### src/rtl/inst_fetch_if.sv
// Bundle of the instruction-queue read port and the downstream issue handshake.
// master: the fetch sequencer. slave: queue plus execution stage.
interface inst_fetch_if;
  logic        memread;
  logic [5:0]  address;
  logic [38:0] readdata;
  logic        out_valid;
  logic        out_ready;
  logic [2:0]  opcode;
  logic [3:0]  field_a;
  logic [3:0]  field_b;
  logic [31:0] imm;

  modport master (
    output memread, address, out_valid, opcode, field_a, field_b, imm,
    input  readdata, out_ready
  );

  modport slave (
    input  memread, address, out_valid, opcode, field_a, field_b, imm,
    output readdata, out_ready
  );
endinterface

### src/rtl/inst_fetch.sv
// Instruction fetch sequencer: walks the 64-deep instruction queue from
// address 0, registers each word and offers it on a valid/ready handshake.
// A run ends on an all-zero slot, after LAST_ADDR is issued, or on abort.
module inst_fetch #(
  parameter int unsigned LAST_ADDR = 63
) (
  input  logic         clk,
  input  logic         rst_n,
  input  logic         start,
  input  logic         abort,
  inst_fetch_if.master bus,
  output logic         busy,
  output logic         done,
  output logic [6:0]   issued
);

  typedef enum logic [1:0] {IDLE, FETCH, ISSUE, DONE} state_t;

  localparam logic [5:0] LAST = 6'(LAST_ADDR);

  state_t      state;
  logic [5:0]  pc;
  logic [38:0] ir;
  logic        out_valid;

  // Queue read port is decoded straight from state and pc; memread alone qualifies the read.
  assign bus.memread = (state == FETCH);
  assign bus.address = pc;

  // Issue fields are fixed slices of the instruction register.
  assign bus.out_valid = out_valid;
  assign bus.opcode    = ir[38:36];
  assign bus.field_a   = ir[35:32];
  assign bus.field_b   = ir[31:28];
  assign bus.imm       = ir[31:0];

  // Sequencer FSM with registered status and handshake outputs.
  // NOTE: every register here uses <= so all updates see pre-edge values.
  always_ff @(posedge clk) begin
    if (!rst_n) begin
      state     <= IDLE;
      pc        <= '0;
      // NOTE: ir is a single register, so it is reset; fields read 0 after reset.
      ir        <= '0;
      issued    <= '0;
      out_valid <= 1'b0;
      busy      <= 1'b0;
      done      <= 1'b0;
    end else begin
      case (state)
        IDLE, DONE: begin
          if (start) begin
            state  <= FETCH;
            pc     <= '0;
            issued <= '0;
            busy   <= 1'b1;
            done   <= 1'b0;
          end
        end

        FETCH: begin
          if (abort) begin
            state <= DONE;
            busy  <= 1'b0;
            done  <= 1'b1;
          end else begin
            ir <= bus.readdata;
            if (bus.readdata == '0) begin
              // Empty slot terminates the run without being issued.
              state <= DONE;
              busy  <= 1'b0;
              done  <= 1'b1;
            end else begin
              state     <= ISSUE;
              out_valid <= 1'b1;
            end
          end
        end

        ISSUE: begin
          if (abort) begin
            // Abort beats a simultaneous out_ready: no handshake this edge.
            state     <= DONE;
            out_valid <= 1'b0;
            busy      <= 1'b0;
            done      <= 1'b1;
          end else if (bus.out_ready) begin
            issued    <= issued + 7'd1;
            out_valid <= 1'b0;
            if (pc == LAST) begin
              state <= DONE;
              busy  <= 1'b0;
              done  <= 1'b1;
            end else begin
              pc    <= pc + 6'd1;
              state <= FETCH;
            end
          end
        end

        default: begin
          state <= IDLE;
        end
      endcase
    end
  end

endmodule

### src/flat_wrapper.sv
// flat-port wrapper written by rule: the top's interface ports become plain ports
module inst_fetch_flat 
#(
  parameter int unsigned LAST_ADDR = 63
)
  (clk, rst_n, start, abort, busy, done, issued, bus_memread, bus_address, bus_out_valid, bus_opcode, bus_field_a, bus_field_b, bus_imm, bus_readdata, bus_out_ready);
  inst_fetch_if bus_i ();
  input  logic clk;
  input  logic rst_n;
  input  logic start;
  input  logic abort;
  output logic busy;
  output logic done;
  output logic [6:0] issued;
  output wire logic [$bits(bus_i.memread)-1:0] bus_memread;
  output wire logic [$bits(bus_i.address)-1:0] bus_address;
  output wire logic [$bits(bus_i.out_valid)-1:0] bus_out_valid;
  output wire logic [$bits(bus_i.opcode)-1:0] bus_opcode;
  output wire logic [$bits(bus_i.field_a)-1:0] bus_field_a;
  output wire logic [$bits(bus_i.field_b)-1:0] bus_field_b;
  output wire logic [$bits(bus_i.imm)-1:0] bus_imm;
  input wire logic [$bits(bus_i.readdata)-1:0] bus_readdata;
  input wire logic [$bits(bus_i.out_ready)-1:0] bus_out_ready;
  assign bus_memread = bus_i.memread;
  assign bus_address = bus_i.address;
  assign bus_out_valid = bus_i.out_valid;
  assign bus_opcode = bus_i.opcode;
  assign bus_field_a = bus_i.field_a;
  assign bus_field_b = bus_i.field_b;
  assign bus_imm = bus_i.imm;
  assign bus_i.readdata = bus_readdata;
  assign bus_i.out_ready = bus_out_ready;
  inst_fetch #(.LAST_ADDR(LAST_ADDR)) u_core (.clk(clk), .rst_n(rst_n), .start(start), .abort(abort), .bus(bus_i), .busy(busy), .done(done), .issued(issued));
endmodule
### config.mk
export PLATFORM = sky130hd
export DESIGN_NAME = inst_fetch_flat
export DESIGN_NICKNAME = d
export VERILOG_FILES = /design/src/rtl/inst_fetch_if.sv /design/src/rtl/inst_fetch.sv /design/src/flat_wrapper.sv
export SDC_FILE = /design/constraint.sdc
export NUM_CORES = 1
export LEC_CHECK = 0
export CAP_MARGIN = 20
export CORE_ASPECT_RATIO = 0.6
export CORE_MARGIN = 3
export CORE_UTILIZATION = 42
export DETAILED_ROUTE_END_ITERATION = 8
export HOLD_SLACK_MARGIN = 0.12
export PLACE_DENSITY = 0.79
export RECOVER_POWER = 50
export SYNTH_ARGS = -nofsm -noshare
export SYNTH_HDL_FRONTEND = slang
export SYNTH_SLANG_ARGS = --single-unit
### constraint.sdc
create_clock -name clk -period 2.3 [get_ports clk]
set_input_delay 0.46 -clock clk [delete_from_list [all_inputs] [get_ports clk]]
set_output_delay 0.46 -clock clk [all_outputs]
set_load 0.005 [all_outputs]
==> results.cfg <==
[routing]
drc = 0
drt-pass1-iter-count = 4
wire_per_inst_um = 13.3
drt_iter0_drc = 73
antenna_left = 0
avgViaCountPerCell = 4.78
num_vias = 2301
drt_wl_total_mm = 6.39

[setup_path]
crit_type = input pin to flip-flop
cp_num_buf_inv = 3
end_kind = flip-flop
critical_path.max_stage_delay_ps = 630
crit_path_start_kind = input pin
crit_cells = 6
critPathSlowestCell = clkbuf_1
crit_chain = dlygate4sd3_1 > buf_4 > nand2b_1 > clkbuf_1 > nand2_1 > a21boi_0
crit_fanout = 19
worst_ep_required_time_ps = 2540
arrival_ps = 2250
r2r_cells = 7
cpLargestDelayFamily = buffers and inverters

[sta]
report.final.slew_viol_count = 0
hold_violations = 0
final.min_clock_period_ps = 2020
finalSetupTns_ps = 0
skew_ps = 6.22
finalCritPeriodShare = 0.878
tightest_slew_ps = 817
setup_violations = 0
fmax_ghz = 0.495
rsz0062_at_grt = false
timing.slew.headroom = 0.456

[clock_network]
clock-sinks = 57
cts.repair.resized = 0
insertion_delay_ps = 320
cts_root_buf = clkbuf_8
cts_hold_buffers = 0
cts-buffers-inserted = 9
cts_tree = done
clk_path_buf_depth = 2
htree_levels = 3
cts_setup_buffers = 0
clkTransAtPathRegs_ps = 60

[placed_design]
place_congestion = 0.780
hpwl_mm = 4.81
place_inst = 465
port_buffers = 103

[power_and_ir_drop]
power.leakage_nw = 1.39
switching_share = 0.301
p_switching_w = 0.000866
power_density_nw_per_um2 = 764
intPower_w = 0.00201
seq_power_share = 0.410
combinationalPowerShare = 0.307
max-vdd-ir-drop_mv = 0.436
power.share.clock = 0.283

[final_layout]
finalNetCount = 447
antenna_cells = 0
syn2layout_area_growth_pct = 53.2
fin_cells = 481
layout-drive-gt1-share = 0.0668

[synthesis]
syn-num-nets = 342
syn_avg_cell_area_um2 = 8.35
yosysSeqAreaShare = 0.465
postSynthCellCount = 294
synth.top_cell.area_share = 0.465
ys_warn_count = 0
synth.area.top_cells = dfxtp_1, nand2_1, a21boi_0
syn_area_um2 = 2460
ys_ff_latch = 57
synthDistinctLibCells = 32
yosys.area.top_type = dfxtp_1

[min_path]
min_path_cells = 2
worstHoldPathType = flip-flop to flip-flop

[die]
dieArea_um2 = 6830
die_h_um = 65.2
die_w_um = 105
core_um2 = 5360
rows = 20
start_util = 0.459
io_pins = 104

[grt]
antenna_found_initial = 0
grt_overflow = 0
grt_max_degree = 24
grt_usage = 0.191
grt_pass1_wl_mm = 10.5
grt_pass1_vias = 2218

[run]
maxCapViolCount = 0

[outcome]
status = complete, no violations
## area by class of cell
| cell class | count | area, um2 |
|---|---|---|
| Clock buffer | 13 | 159 |
| Timing Repair Buffer | 113 | 1120 |
| Tap cell | 77 | 96.3 |
| Fill cell | 470 | 1590 |
| Sequential cell | 57 | 1140 |
| Multi-Input combinational cell | 216 | 1220 |
| Clock inverter | 3 | 15.0 |
| Inverter | 2 | 7.51 |
## per-stage QoR
stage / hold slack [ps] / cell area [um2] / total power [W] / util / setup WS (ps)
final: 456 / 3760 / 0.00288 / 0.703 / 281
after global routing: 480 / 3760 / 0.00305 / 0.703 / 124
after CTS: 464 / 3770 / 0.00293 / 0.704 / 283
after detailed placement: 456 / 3590 / 0.00210 / 0.671 / 7.51
after global placement: 447 / 3590 / 0.00208 / 0.671 / 45.6
after floorplan: 451 / 2460 / 0.00163 / - / 501
## final timing paths
| kind | startpoint | to | slack [ps] |
|---|---|---|---|
| worst max-delay path | abort | u_core.ir[36] | 280 |
| worst min-delay path | u_core.ir[35] | u_core.ir[35] | 460 |
| worst max register to register | u_core.state[0] | u_core.issued[6] | 310 |
| worst min register to register | u_core.ir[35] | u_core.ir[35] | 460 |
## worst register-to-register path, delay by kind of cell, from the launching register on
family | cells | cell delay, ps
simple gates | 3 | 800
buf+inv | 1 | 60
compound gates | 2 | 350
fa+ha+maj | 1 | 380
flops | 1 | 340
## cell usage in the layout, fill, tap and decap left out, drive strengths merged, types with 2 or more instances in the layout
master / count
nand2: 93
clkdlybuf4s50: 83
dfxtp: 57
a21boi: 42
dlygate4sd3: 20
clkbuf: 15
nand4: 10
nor4: 10
nor2: 9
xor2: 8
buf: 8
nand2b: 5
a21oi: 5
o21ai: 5
mux2i: 4
and2: 4
ha: 4
nor2b: 4
clkinv: 3
inv: 2
and3: 2
nand3: 2
## sequential cells by signal (all words and copies together), names as in the netlist
register / count
u_core.issued: 7
u_core.state: 2
u_core.done: 1
u_core.bus.address: 6
u_core.ir: 39
u_core.busy: 1
u_core.bus.out_valid: 1
## Yosys cell counts
cell / n
ha_1: 4
buf_4: 4
nand3_1: 2
a31o_2: 1
xor2_1: 8
a211o_1: 1
mux2i_1: 4
inv_1: 2
a211oi_2: 1
or2b_1: 1
a21oi_1: 5
nand2_1: 93
a21boi_0: 42
nor3_1: 1
nor2b_1: 4
or3_1: 1
o21ai_1: 1
nor4_2: 1
and2_1: 4
o31ai_1: 1
nor2_1: 9
buf_2: 4
nor4_1: 9
nand3b_1: 1
buf_1: 1
nand4_1: 10
nand4b_1: 1
clkbuf_1: 10
nand2b_1: 5
and3_1: 2
o21ai_0: 4
dfxtp_1: 57
## routing by layer
metal  part of all wire  wire length (um)  up-vias  track usage
met5                  0                 0        -            0
met4             0.0066                42        0       0.0442
met3              0.084               540        4       0.0815
met2               0.44              2810       72        0.314
met1               0.47              3000     1028        0.236
li1                   -                 -     1197            -
## logic make-up after synthesis
kind of cell               synth area share
DFF                                   0.465
adders and majority gates            0.0204
xor gates and xnor gates             0.0285
and+or+nand+nor                       0.266
buffers and inverters                0.0402
muxes                                0.0163
AOI/OAI and AO/OA                     0.164
## power by group through the flow
stage / Clock, W / Sequential (W) / Combinational, W
6_report: 0.000815 / 0.00118 / 0.000883
5_1_grt: 0.000890 / 0.00119 / 0.000974
4_1_cts: 0.000840 / 0.00118 / 0.000913
3_5_place_dp: 0 / 0.00120 / 0.000906
3_3_place_gp: 0 / 0.00119 / 0.000891
2_1_floorplan: 0 / 0.00120 / 0.000433
(Power assumes the default switching activity.)
